`src/rtl/fetch_f1_pkg.sv`:
```
// Shared definitions for the F1 fetch stage: BTB counter encodings, FSM states,
// the BTB read record and counter training helpers.
package fetch_f1_pkg;

   localparam logic [31:0] DEFAULT_RESET_PC    = 32'h0000_0000;
   localparam int unsigned DEFAULT_BTB_ENTRIES = 64;
   localparam logic [31:0] GROUP_BYTES         = 32'd8;

   typedef enum logic [1:0] {
      CTR_SNT = 2'd0,
      CTR_WNT = 2'd1,
      CTR_WT  = 2'd2,
      CTR_ST  = 2'd3
   } ctr_e;

   typedef enum logic {
      ST_RUN   = 1'b0,
      ST_CLEAR = 1'b1
   } state_e;

   typedef struct packed {
      logic        hit;
      ctr_e        ctr;
      logic [31:0] tgt;
   } btb_rd_t;

   function automatic ctr_e ctr_train(ctr_e cur, logic taken);
      ctr_e nxt;
      nxt = cur;
      if (taken) begin
         if (cur != CTR_ST) nxt = ctr_e'(cur + 2'd1);
      end else begin
         if (cur != CTR_SNT) nxt = ctr_e'(cur - 2'd1);
      end
      return nxt;
   endfunction

   function automatic logic ctr_predicts_taken(ctr_e cur);
      return (cur == CTR_WT) || (cur == CTR_ST);
   endfunction

endpackage

```
`src/rtl/fetch_f1_if.sv`:
```
// Fetch-stage bundle: frontend control, execute redirect/training and the F1 outputs.
// fetch_f1 takes the slave side; the pipeline/execute environment takes the master side.
interface fetch_f1_if;

   logic        frontend_we_i;
   logic        exec_wrong_branch_i;
   logic [31:0] exec_redirect_pc_i;
   logic        upd_valid_i;
   logic [31:0] upd_pc_i;
   logic        upd_taken_i;
   logic [31:0] upd_target_i;
   logic        btb_flush_i;

   logic [31:0] f1_pc_o;
   logic        f1_pred_0_o;
   logic        f1_pred_1_o;
   logic [31:0] f1_pred_tgt_0_o;
   logic [31:0] f1_pred_tgt_1_o;
   logic [31:0] f1_next_pc_o;
   logic        f1_stall_o;

   modport slave (
      input  frontend_we_i, exec_wrong_branch_i, exec_redirect_pc_i,
      input  upd_valid_i, upd_pc_i, upd_taken_i, upd_target_i, btb_flush_i,
      output f1_pc_o, f1_pred_0_o, f1_pred_1_o, f1_pred_tgt_0_o, f1_pred_tgt_1_o,
      output f1_next_pc_o, f1_stall_o
   );

   modport master (
      output frontend_we_i, exec_wrong_branch_i, exec_redirect_pc_i,
      output upd_valid_i, upd_pc_i, upd_taken_i, upd_target_i, btb_flush_i,
      input  f1_pc_o, f1_pred_0_o, f1_pred_1_o, f1_pred_tgt_0_o, f1_pred_tgt_1_o,
      input  f1_next_pc_o, f1_stall_o
   );

endinterface

```
`src/rtl/fetch_f1_btb.sv`:
```
// Direct-mapped BTB: two combinational read ports, one training write port and a
// one-entry-per-cycle clear port. Addresses are word addresses (pc[31:2]).
module fetch_f1_btb
   import fetch_f1_pkg::*;
#(
   parameter  int unsigned ENTRIES = DEFAULT_BTB_ENTRIES,
   localparam int unsigned IDX_W   = $clog2(ENTRIES),
   localparam int unsigned TAG_W   = 30 - IDX_W
) (
   input  logic             clock_i,
   input  logic             reset_n_i,
   input  logic [29:0]      rd_addr_0_i,
   input  logic [29:0]      rd_addr_1_i,
   output btb_rd_t          rd_0_o,
   output btb_rd_t          rd_1_o,
   input  logic             upd_en_i,
   input  logic [29:0]      upd_addr_i,
   input  logic             upd_taken_i,
   input  logic [31:0]      upd_target_i,
   input  logic             clr_en_i,
   input  logic [IDX_W-1:0] clr_idx_i
);

   logic [ENTRIES-1:0] valid_q;
   ctr_e               ctr_q [ENTRIES];
   logic [TAG_W-1:0]   tag_q [ENTRIES];
   logic [31:0]        tgt_q [ENTRIES];

   logic [IDX_W-1:0] rd_idx_0, rd_idx_1, upd_idx;
   logic [TAG_W-1:0] rd_tag_0, rd_tag_1, upd_tag;
   logic             upd_hit;
   logic             meta_we;
   logic             data_we;
   ctr_e             ctr_d;

   assign rd_idx_0 = rd_addr_0_i[IDX_W-1:0];
   assign rd_tag_0 = rd_addr_0_i[29:IDX_W];
   assign rd_idx_1 = rd_addr_1_i[IDX_W-1:0];
   assign rd_tag_1 = rd_addr_1_i[29:IDX_W];

   // NOTE: combinational blocks use blocking '=' and assign every output a default
   // first, so no path can leave a value held over and infer a latch.
   always_comb begin
      rd_0_o     = '0;
      rd_1_o     = '0;
      rd_0_o.hit = valid_q[rd_idx_0] && (tag_q[rd_idx_0] == rd_tag_0);
      rd_0_o.ctr = ctr_q[rd_idx_0];
      rd_0_o.tgt = tgt_q[rd_idx_0];
      rd_1_o.hit = valid_q[rd_idx_1] && (tag_q[rd_idx_1] == rd_tag_1);
      rd_1_o.ctr = ctr_q[rd_idx_1];
      rd_1_o.tgt = tgt_q[rd_idx_1];
   end

   assign upd_idx = upd_addr_i[IDX_W-1:0];
   assign upd_tag = upd_addr_i[29:IDX_W];
   assign upd_hit = valid_q[upd_idx] && (tag_q[upd_idx] == upd_tag);

   // A taken resolution always (re)writes tag and target: on a hit the tag is unchanged,
   // on a miss it allocates. A not-taken miss leaves the entry alone.
   assign meta_we = upd_en_i && (upd_hit || upd_taken_i);
   assign data_we = upd_en_i && upd_taken_i;
   assign ctr_d   = upd_hit ? ctr_train(ctr_q[upd_idx], upd_taken_i) : CTR_WT;

   // NOTE: sequential state uses non-blocking '<=' so every register samples the
   // pre-edge values, regardless of statement order.
   always_ff @(posedge clock_i or negedge reset_n_i) begin
      if (!reset_n_i) begin
         valid_q <= '0;
         for (int i = 0; i < int'(ENTRIES); i++) ctr_q[i] <= CTR_SNT;
      end else if (clr_en_i) begin
         valid_q[clr_idx_i] <= 1'b0;
         ctr_q[clr_idx_i]   <= CTR_SNT;
      end else if (meta_we) begin
         valid_q[upd_idx] <= 1'b1;
         ctr_q[upd_idx]   <= ctr_d;
      end
   end

   // NOTE: tag and target arrays have no reset; every use of them is qualified by
   // the valid bit, which is reset, so they can map onto plain RAM.
   always_ff @(posedge clock_i) begin
      if (data_we) begin
         tag_q[upd_idx] <= upd_tag;
         tgt_q[upd_idx] <= upd_target_i;
      end
   end

endmodule

```
`src/rtl/fetch_f1.sv`:
```
// F1 fetch stage: PC register, next-PC selection and the RUN/CLEAR BTB flush FSM.
// Build option: define BRANCH_PRED_EN to build the BTB; otherwise predictions are tied off.
module fetch_f1
   import fetch_f1_pkg::*;
#(
   parameter logic [31:0] RESET_PC    = DEFAULT_RESET_PC,
   parameter int unsigned BTB_ENTRIES = DEFAULT_BTB_ENTRIES
) (
   input logic       clock_i,
   input logic       reset_n_i,
   fetch_f1_if.slave bus
);

   localparam int unsigned      IDX_W    = $clog2(BTB_ENTRIES);
   localparam logic [IDX_W-1:0] CLR_LAST = IDX_W'(BTB_ENTRIES - 1);

   state_e           state_q, state_d;
   logic [IDX_W-1:0] clr_idx_q, clr_idx_d;
   logic [31:0]      pc_q, pc_d;
   logic [31:0]      next_pc;
   logic             clearing;

   logic             pred_0, pred_1;
   logic [31:0]      tgt_0, tgt_1;

   assign clearing = (state_q == ST_CLEAR);

   always_ff @(posedge clock_i or negedge reset_n_i) begin
      if (!reset_n_i) begin
         state_q   <= ST_RUN;
         clr_idx_q <= '0;
         pc_q      <= RESET_PC;
      end else begin
         state_q   <= state_d;
         clr_idx_q <= clr_idx_d;
         pc_q      <= pc_d;
      end
   end

   // Flush requests are only accepted in RUN; CLEAR walks every index exactly once.
   always_comb begin
      state_d   = state_q;
      clr_idx_d = clr_idx_q;
      unique case (state_q)
         ST_RUN: begin
            if (bus.btb_flush_i) begin
               state_d   = ST_CLEAR;
               clr_idx_d = '0;
            end
         end
         ST_CLEAR: begin
            if (clr_idx_q == CLR_LAST) state_d = ST_RUN;
            else                       clr_idx_d = clr_idx_q + IDX_W'(1);
         end
         default: state_d = ST_RUN;
      endcase
   end

`ifdef BRANCH_PRED_EN
   logic [29:0] slot1_addr;
   btb_rd_t     rd_0, rd_1;

   assign slot1_addr = pc_q[31:2] + 30'd1;

   fetch_f1_btb #(
      .ENTRIES (BTB_ENTRIES)
   ) u_btb (
      .clock_i      (clock_i),
      .reset_n_i    (reset_n_i),
      .rd_addr_0_i  (pc_q[31:2]),
      .rd_addr_1_i  (slot1_addr),
      .rd_0_o       (rd_0),
      .rd_1_o       (rd_1),
      .upd_en_i     (bus.upd_valid_i && !clearing),
      .upd_addr_i   (bus.upd_pc_i[31:2]),
      .upd_taken_i  (bus.upd_taken_i),
      .upd_target_i (bus.upd_target_i),
      .clr_en_i     (clearing),
      .clr_idx_i    (clr_idx_q)
   );

   // Slot 1 is only reported when slot 0 does not already redirect the group.
   always_comb begin
      pred_0 = 1'b0;
      tgt_0  = '0;
      pred_1 = 1'b0;
      tgt_1  = '0;
      if (!clearing && rd_0.hit) begin
         tgt_0  = rd_0.tgt;
         pred_0 = ctr_predicts_taken(rd_0.ctr);
      end
      if (!clearing && rd_1.hit && !pred_0) begin
         tgt_1  = rd_1.tgt;
         pred_1 = ctr_predicts_taken(rd_1.ctr);
      end
   end
`else
   always_comb begin
      pred_0 = 1'b0;
      tgt_0  = '0;
      pred_1 = 1'b0;
      tgt_1  = '0;
   end
`endif

   always_comb begin
      next_pc = pc_q + GROUP_BYTES;
      if (bus.exec_wrong_branch_i) next_pc = bus.exec_redirect_pc_i;
      else if (pred_0)             next_pc = tgt_0;
      else if (pred_1)             next_pc = tgt_1;
   end

   // Redirects bypass the frontend enable so a held redirect simply reloads the same PC.
   assign pc_d = (bus.frontend_we_i || bus.exec_wrong_branch_i) ? next_pc : pc_q;

   assign bus.f1_pc_o         = pc_q;
   assign bus.f1_pred_0_o     = pred_0;
   assign bus.f1_pred_1_o     = pred_1;
   assign bus.f1_pred_tgt_0_o = tgt_0;
   assign bus.f1_pred_tgt_1_o = tgt_1;
   assign bus.f1_next_pc_o    = next_pc;
   assign bus.f1_stall_o      = clearing;

endmodule

```
`src/flat_wrapper.sv`:
```
// flat-port wrapper written by rule: the top's interface ports become plain ports
module fetch_f1_flat import fetch_f1_pkg::*;
#(
   parameter logic [31:0] RESET_PC    = DEFAULT_RESET_PC,
   parameter int unsigned BTB_ENTRIES = DEFAULT_BTB_ENTRIES
)
  (clock_i, reset_n_i, bus_frontend_we_i, bus_exec_wrong_branch_i, bus_exec_redirect_pc_i, bus_upd_valid_i, bus_upd_pc_i, bus_upd_taken_i, bus_upd_target_i, bus_btb_flush_i, bus_f1_pc_o, bus_f1_pred_0_o, bus_f1_pred_1_o, bus_f1_pred_tgt_0_o, bus_f1_pred_tgt_1_o, bus_f1_next_pc_o, bus_f1_stall_o);
  fetch_f1_if bus_i ();
  input logic clock_i;
  input logic reset_n_i;
  input wire logic [$bits(bus_i.frontend_we_i)-1:0] bus_frontend_we_i;
  input wire logic [$bits(bus_i.exec_wrong_branch_i)-1:0] bus_exec_wrong_branch_i;
  input wire logic [$bits(bus_i.exec_redirect_pc_i)-1:0] bus_exec_redirect_pc_i;
  input wire logic [$bits(bus_i.upd_valid_i)-1:0] bus_upd_valid_i;
  input wire logic [$bits(bus_i.upd_pc_i)-1:0] bus_upd_pc_i;
  input wire logic [$bits(bus_i.upd_taken_i)-1:0] bus_upd_taken_i;
  input wire logic [$bits(bus_i.upd_target_i)-1:0] bus_upd_target_i;
  input wire logic [$bits(bus_i.btb_flush_i)-1:0] bus_btb_flush_i;
  output wire logic [$bits(bus_i.f1_pc_o)-1:0] bus_f1_pc_o;
  output wire logic [$bits(bus_i.f1_pred_0_o)-1:0] bus_f1_pred_0_o;
  output wire logic [$bits(bus_i.f1_pred_1_o)-1:0] bus_f1_pred_1_o;
  output wire logic [$bits(bus_i.f1_pred_tgt_0_o)-1:0] bus_f1_pred_tgt_0_o;
  output wire logic [$bits(bus_i.f1_pred_tgt_1_o)-1:0] bus_f1_pred_tgt_1_o;
  output wire logic [$bits(bus_i.f1_next_pc_o)-1:0] bus_f1_next_pc_o;
  output wire logic [$bits(bus_i.f1_stall_o)-1:0] bus_f1_stall_o;
  assign bus_i.frontend_we_i = bus_frontend_we_i;
  assign bus_i.exec_wrong_branch_i = bus_exec_wrong_branch_i;
  assign bus_i.exec_redirect_pc_i = bus_exec_redirect_pc_i;
  assign bus_i.upd_valid_i = bus_upd_valid_i;
  assign bus_i.upd_pc_i = bus_upd_pc_i;
  assign bus_i.upd_taken_i = bus_upd_taken_i;
  assign bus_i.upd_target_i = bus_upd_target_i;
  assign bus_i.btb_flush_i = bus_btb_flush_i;
  assign bus_f1_pc_o = bus_i.f1_pc_o;
  assign bus_f1_pred_0_o = bus_i.f1_pred_0_o;
  assign bus_f1_pred_1_o = bus_i.f1_pred_1_o;
  assign bus_f1_pred_tgt_0_o = bus_i.f1_pred_tgt_0_o;
  assign bus_f1_pred_tgt_1_o = bus_i.f1_pred_tgt_1_o;
  assign bus_f1_next_pc_o = bus_i.f1_next_pc_o;
  assign bus_f1_stall_o = bus_i.f1_stall_o;
  fetch_f1 #(.RESET_PC(RESET_PC), .BTB_ENTRIES(BTB_ENTRIES)) u_core (.clock_i(clock_i), .reset_n_i(reset_n_i), .bus(bus_i));
endmodule
```
`config.mk`:
```
export PLATFORM = sky130hd
export DESIGN_NAME = fetch_f1_flat
export DESIGN_NICKNAME = d
export VERILOG_FILES = /design/src/rtl/fetch_f1_pkg.sv /design/src/rtl/fetch_f1_if.sv /design/src/rtl/fetch_f1_btb.sv /design/src/rtl/fetch_f1.sv /design/src/flat_wrapper.sv
export SDC_FILE = /design/constraint.sdc
export NUM_CORES = 1
export LEC_CHECK = 0
export ABC_AREA = 1
export CORE_ASPECT_RATIO = 1.25
export CORE_MARGIN = 4
export CORE_UTILIZATION = 39
export CTS_CLUSTER_DIAMETER = 120
export DETAILED_ROUTE_END_ITERATION = 10
export PLACE_DENSITY_LB_ADDON = 0.1
export REMOVE_ABC_BUFFERS = 1
export SETUP_SLACK_MARGIN = 0.3
export SYNTH_ARGS = -nofsm -noshare
export SYNTH_HDL_FRONTEND = slang
export SYNTH_SLANG_ARGS = --single-unit
```
`constraint.sdc`:
```
create_clock -name clock_i -period 4 [get_ports clock_i]
set_input_delay 1.2 -clock clock_i [delete_from_list [all_inputs] [get_ports clock_i]]
set_output_delay 1.2 -clock clock_i [all_outputs]
set_load 0.03 [all_outputs]
```
==> reports/results.tsv, run 1 <==
stage	metric	value	unit
outcome	status	finished, final reports clean	
flow_run	maxCapViolations	0	
grt	grt.overflow.total	0	
timing	setup-tns-final	0	ns
setup_path	crit_chain	clkdlybuf4s15_2 -> inv_4 -> buf_4 -> buf_4 -> buf_8 -> or2_2 -> and2_1 -> buf_6	
setup_path	crit_path_end_kind	output port	
layout	area_growth	31.5	%
setup_path	worst-path-max-fanout	13	
die	rows	37	
logic_synthesis	syn_area	0.00333	mm^2
timing	rsz0062_at_grt	no	
min_path	holdCritStartpoint	u_core.bus.f1_pc_o[0]$_DFFE_PN0P_	
timing	worst_clock_skew	0.00420	ns
setup_path	reg2regPathDepth	10	
power_and_ir_drop	ir_drop	0.000234	V
power_and_ir_drop	powerDensity	366	mW/mm^2
logic_synthesis	ys.warnings.count	0	
layout	mostFrequentLayoutCells	174 x nand2_1, 67 x clkdlybuf4s50_1, 66 x conb_1, 50 x nor2_1, 42 x nand3_1	
setup_path	cpPeakStageDelay	0.28	ns
logic_synthesis	ys_types	34	
logic_synthesis	synth_seq_area_share	29.3	%
drt	finalWirelength	9300	um
clocking	clk-insertion-delay-late	0.30	ns
grt	grt_pass1_wl	15100	um
timing	hold_ws	0.494	ns
clocking	cts.hold.buffers_added	0	
layout	antenna_cells	0	
timing	slew_headroom	36.4	%
power_and_ir_drop	p_int	901	uW
power_and_ir_drop	netSwitchingPower	705	uW
die	start_util	40.2	%
clocking	htree_levels	2	
power_and_ir_drop	switching_share	43.9	%
setup_path	critPathRequiredTime	2.80	ns
die	dieWidth	90.7	um
setup_path	reg2reg_slack	2.28	ns
drt	drtAntennaViolNets	0	
min_path	min_path_cells	2	
power_and_ir_drop	pwr-share-seq	35.0	%
setup_path	cp_num_cells	8	
place	pre_cts_slack	-0.283	ns
logic_synthesis	avgSynthCellArea	6.53	um^2
timing	drv_slew	0	
setup_path	worstReg2RegStart	u_core.bus.f1_pc_o[3]$_DFFE_PN0P_	
place	port_buffers	101	
timing	max_freq	274	MHz
die	die-area	0.0101	mm^2
die	boundaryPins	234	
timing	hold_violations	0	
setup_path	cp_num_buf_inv	6	
power_and_ir_drop	p_comb_share	46.2	%
power_and_ir_drop	power.leakage	2.13	nW
place	gp_congestion	0.854	
setup_path	crit_family	buffers and inverters	
setup_path	startpoint_type	input port	
timing	fin_crit	3.64	ns
grt	antenna_found_initial	0	
logic_synthesis	ys_seq_elements	39	
setup_path	reg2reg_to	u_core.bus.f1_pc_o[25]$_DFFE_PN0P_	
grt	grt_max_degree	40	
clocking	cts.sinks	39	
setup_path	worst_path_max_delay_cell	or2_2	
die	die_h	111	um
place	dp_hpwl	7360	um
timing	worst_slew_pin_slew	0.954	ns
drt	drt_first_pass_iters	4	
layout	finish.utilization	52.9	%
timing	post-route-period-util	91.1	%
clocking	cts_buffers	5	
die	coreArea	0.00829	mm^2
min_path	holdPathEnd	u_core.bus.f1_pc_o[0]$_DFFE_PN0P_	
drt	drt_iter0_markers	142	
layout	final_common_cell	nand2_1	
layout	stdcell_count	720	
setup_path	crit_arrival	2.44	ns
setup_path	crit_top_cell	buf_4	
drt	drc	0	
timing	setup_ws	0.355	ns
layout	drive_gt1_share	14.0	%
clocking	cts_tree	built	
grt	grt_usage	18.2	%
setup_path	critical_path_class	in2out	
clocking	clkTransAtPathRegs	0.07	ns
logic_synthesis	syn_inst	510	
layout	fin_nets	727	
clocking	clock-root-buffer	clkbuf_8	
drt	vias	3327	
power_and_ir_drop	clkPwrFrac	18.8	%
grt	grt_pass1_vias	3172	
clocking	clockBufferDepth	2	
drt	via_per_inst	4.62	
drt	avgRoutedWirePerCell	12.9	um
place	dp.cells	711	
timing	finalSetupViolCount	0	
min_path	hold_class	reg2reg	
==> cell families after synthesis <==
kind of cell	Yosys count	synth area share (%)
xor+xnor	3	0.789
compound gates	47	8.60
fa+ha+maj	2	0.751
simple gates	304	39.3
other cells	1	0.113
flops	39	29.3
buf+inv	114	21.1
==> metal layers <==
layer | GRT usage, % | wire length, um
met5 | 0 | 0
met1 | 20.9 | 3900
met3 | 3.24 | 451
met4 | 4.90 | 92
met2 | 34.2 | 4860
==> per-stage QoR <==
step,cell area [um^2],power [mW]
global placement,4220,1.29
global route,4380,1.72
CTS,4350,1.62
finish,4380,1.61
floorplan,3010,1.02
detailed placement,4220,1.31
==> tightest hold or removal path, delay by kind of cell (launching register included) <==
family        cells  cell delay (ns)
flops             1             0.35
simple gates      2             0.12
==> repair_timing <==
item                       4_1_cts  5_1_grt
gates resized for setup         21        9
buffers inserted                 1        0
hold endpoints to repair         0        0
setup endpoints to repair       24        9
==> flip-flops by register name, summed over array words and instances (netlist names) <==
register / cells
u_core.bus.f1_pc_o: 32
u_core.clr_idx_q: 6
u_core.bus.f1_stall_o: 1
==> synth_stat cells <==
cell,n,area (um^2)
nor2_2,1,6.26
o21a_1,5,37.5
nor2_1,50,188
buf_1,1,3.75
xnor2_1,1,8.76
o21ai_2,3,26.3
nand3_1,45,225
a21boi_0,1,7.51
nand2_2,3,18.8
buf_4,66,495
clkinv_1,3,11.3
o21ai_1,3,15.0
o22ai_1,1,6.26
o21bai_1,3,22.5
xor2_1,2,17.5
ha_1,2,25.0
buf_2,3,15.0
and2_1,11,68.8
or2_2,12,75.1
inv_1,33,124
a31oi_1,3,18.8
conb_1,1,3.75
a21oi_1,8,40.0
dfrtp_1,39,976
clkbuf_8,1,13.8
o21ai_0,15,75.1
clkbuf_1,5,18.8
buf_6,2,22.5
nand3_2,1,10.0
nor2_4,4,45.0
o211ai_1,5,37.5
nand4_1,2,12.5
nand2_1,174,653
nand3b_1,1,7.51
==> final cells by class <==
cell class	instances	area [um^2]
inverter	36	138
timing repair buffer	118	1130
tap	97	121
sequential	39	976
fill	830	3910
multi-input combinational	422	1920
clock buffer	8	100
==> worst max path at each step <==
stage                                  from              endpoint
global placement    bus_exec_wrong_branch_i  bus_f1_next_pc_o[22]
global route        bus_exec_wrong_branch_i  bus_f1_next_pc_o[19]
CTS                 bus_exec_wrong_branch_i  bus_f1_next_pc_o[23]
finish              bus_exec_wrong_branch_i  bus_f1_next_pc_o[29]
detailed placement  bus_exec_wrong_branch_i  bus_f1_next_pc_o[22]
floorplan           bus_exec_wrong_branch_i  bus_f1_next_pc_o[17]
==> power by group through the flow <==
stage / Combinational (mW) / Clock, mW / Sequential [mW]
5_1_grt: 0.809 / 0.330 / 0.578
4_1_cts: 0.742 / 0.315 / 0.562
3_3_place_gp: 0.730 / 0 / 0.564
2_1_floorplan: 0.389 / 0 / 0.628
6_report: 0.742 / 0.301 / 0.563
3_5_place_dp: 0.739 / 0 / 0.569
No activity file was read; power rests on OpenSTA's default activity.
==> run 2, diff against run 1 <==
- CTS_BUF_LIST: default -> sky130_fd_sc_hd__clkbuf_2
- REMOVE_ABC_BUFFERS: 1 -> default
==> run 2 against run 1 <==
Maximum frequency up 0.93%. Register-to-register slack about the same. Sequential power about the same.
==> reports/results.tsv, run 2 (synthesis gave the netlist of run 1 again) <==
stage	metric	value	unit	change
timing	worst_slew_pin_slew	0.918	ns	-0.0358 ns
setup_path	crit_chain	clkdlybuf4s50_1 -> or2_2 -> and2_1 -> dlygate4sd2_1		
timing	finalSetupViolCount	0		unchanged
layout	area.sequential	977	um^2	+0.13%
clocking	clk-insertion-delay-late	0.41	ns	+0.11 ns
min_path	hold_class	reg2reg		
setup_path	worst_path_max_delay_cell	clkdlybuf4s50_1		
drt	drc	0		unchanged
clocking	clock-root-buffer	clkbuf_2		
setup_path	worst-path-max-fanout	2		-11
setup_path	cpPeakStageDelay	0.40	ns	+0.12 ns
setup_path	crit_start	bus_exec_redirect_pc_i[22]		
timing	drv_slew	0		unchanged
min_path	holdCritStartpoint	u_core.bus.f1_pc_o[0]$_DFFE_PN0P_		
layout	fin_nets	725		-0.28%
timing	setup_ws	0.389	ns	+0.0335 ns
drt	drtAntennaViolNets	0		unchanged
power_and_ir_drop	pwr-share-seq	37.9	%	+2.9 points
clocking	cts.sinks	39		unchanged
place	gp_congestion	0.860		+0.64%
place	dp.cells	709		-0.28%
setup_path	crit_path_end_kind	output port		
die	start_util	40.2	%	unchanged
clocking	cts_buffers	5		unchanged
layout	stdcell_count	718		-0.28%
grt	antenna_found_initial	0		unchanged
timing	slew_headroom	38.8	%	+2.4 points
flow_run	maxCapViolations	0		unchanged
die	rows	37		unchanged
timing	rsz0062_at_grt	no		
layout	mostFrequentLayoutCells	174 x nand2_1, 67 x clkdlybuf4s50_1, 66 x conb_1, 50 x nor2_1, 45 x nand3_1		
layout	area_growth	28.2	%	
layout	final_common_cell	nand2_1		
power_and_ir_drop	powerDensity	347	mW/mm^2	-5.4%
outcome	status	finished, final reports clean		
power_and_ir_drop	p_total	1.48	mW	-7.8%
drt	via_per_inst	4.60		-0.44%
place	pre_cts_slack	-0.173	ns	+0.110 ns
die	die-area	0.0101	mm^2	unchanged
power_and_ir_drop	clkPwrFrac	13.0	%	-5.8 points
timing	max_freq	277	MHz	+0.93%
grt	grt.overflow.total	0		unchanged
layout	drive_gt1_share	12.6	%	-1.4 points
die	dieWidth	90.7	um	unchanged
power_and_ir_drop	netSwitchingPower	706	uW	+0.11%
drt	avgRoutedWirePerCell	13.3	um	+3.1%
layout	fin_area	0.00427	mm^2	-2.5%
drt	vias	3303		-0.72%
drt	drt_iter0_markers	140		-1.4%
clocking	clockBufferDepth	2		unchanged
die	coreArea	0.00829	mm^2	unchanged
clocking	clkTransAtPathRegs	0.21	ns	+0.14 ns
layout	antenna_cells	0		unchanged
drt	finalWirelength	9560	um	+2.8%
setup_path	startpoint_type	input port		
grt	grt_pass1_vias	3111		-1.9%
grt	grt_pass1_wl	15500	um	+2.8%
clocking	cts.hold.buffers_added	0		unchanged
setup_path	critical_path_class	in2out		
timing	fin_crit	3.61	ns	-0.0335 ns
clocking	cts_tree	built		
power_and_ir_drop	switching_share	47.7	%	+3.8 points
drt	drt_first_pass_iters	4		unchanged
power_and_ir_drop	ir_drop	0.000231	V	-1.3%
layout	fillers	860		+3.6%
grt	grt_usage	18.8	%	+0.57 points
clocking	post-cts-setup-buffers	0		-1
layout	largest_reg_flops	32		unchanged
clocking	htree_levels	2		unchanged
setup_path	crit_arrival	2.41	ns	-0.03 ns
place	port_buffers	101		unchanged
power_and_ir_drop	power.leakage	2.09	nW	-2.1%
power_and_ir_drop	p_comb_share	49.2	%	+3.0 points
die	boundaryPins	234		unchanged
setup_path	critPathRequiredTime	2.80	ns	about the same
place	dp_hpwl	7560	um	+2.8%
setup_path	worstReg2RegStart	u_core.bus.f1_pc_o[3]$_DFFE_PN0P_		
timing	post-route-period-util	90.3	%	-0.84 points
place	dpl_cell_area	0.00420	mm^2	-0.65%
layout	multi_input_area	0.00190	mm^2	-1.0%
grt	grt_max_degree	40		unchanged
power_and_ir_drop	p_int	775	uW	-14%
timing	worst_clock_skew	0.0184	ns	+0.0142 ns
die	die_h	111	um	unchanged
timing	hold_violations	0		unchanged
[run 2: cell types whose count changed in the layout (fill, tap and decap cells not counted), sizes merged]
cell,change
bufbuf,+1
inv,-1
buf,-3
clkinv,+2
clkinvlp,+2
clkdlybuf4s15,-5
dlygate4sd2,+4
clkbuf,-2
[run 2: final cells by class]
class,count,share of cell area (%)
multi-input combinational,422,44.4
timing repair buffer,116,25.7
sequential,39,22.9
inverter,36,3.19
tap,97,2.84
clock buffer,5,0.586
clock inverter,3,0.469
[run 2: per-layer routing]
layer | vias up | share of wire, % | track usage, %
met5 | - | 0 | 0
met3 | 4 | 5.5 | 3.18
li1 | 1702 | - | -
met4 | 0 | 0.62 | 3.37
met1 | 1506 | 41 | 22.4
met2 | 91 | 53 | 35.2
[run 2: path summary, 6_finish.rpt]
kind                                                      end  slack [ns]  depth (start not counted)
setup / recovery                         bus_f1_next_pc_o[22]        0.39                          4
hold / removal              u_core.bus.f1_pc_o[0]$_DFFE_PN0P_        0.52                          2
setup reg to reg           u_core.bus.f1_pc_o[17]$_DFFE_PN0P_        2.27                         10
hold reg to reg             u_core.bus.f1_pc_o[0]$_DFFE_PN0P_        0.52                          2
max in group asynchronous  u_core.bus.f1_pc_o[13]$_DFFE_PN0P_        2.48                          1
min in group asynchronous  u_core.bus.f1_pc_o[26]$_DFFE_PN0P_        0.88                          1
[run 2: repair_timing]
item,in CTS,in global routing
gates resized for setup,10,2
gates cloned,1,0
endpoints found under the setup margin,26,4
[run 2: power by group through the flow]
stage	combinational (mW)	clock [mW]	sequential (mW)
final	0.728	0.192	0.561
after global routing	0.791	0.216	0.576
after CTS	0.735	0.205	0.562
after detailed placement	0.734	0	0.568
after global placement	0.726	0	0.565
after floorplan	0.448	0	0.628
[run 2: worst max-delay path, delay by kind of cell]
kind                   cells  cell delay [ns]
buffers and inverters      2             0.75
AND/OR/NAND/NOR            2             0.46
[run 2: through the flow]
step	hold WS, ns	TNS [ns]	util (%)
after floorplan	0.471	0	-
after global placement	0.477	-0.683	50.6
after detailed placement	0.480	-0.658	50.6
after CTS	0.529	0	51.6
after global routing	0.554	0	51.6
final	0.518	0	51.6
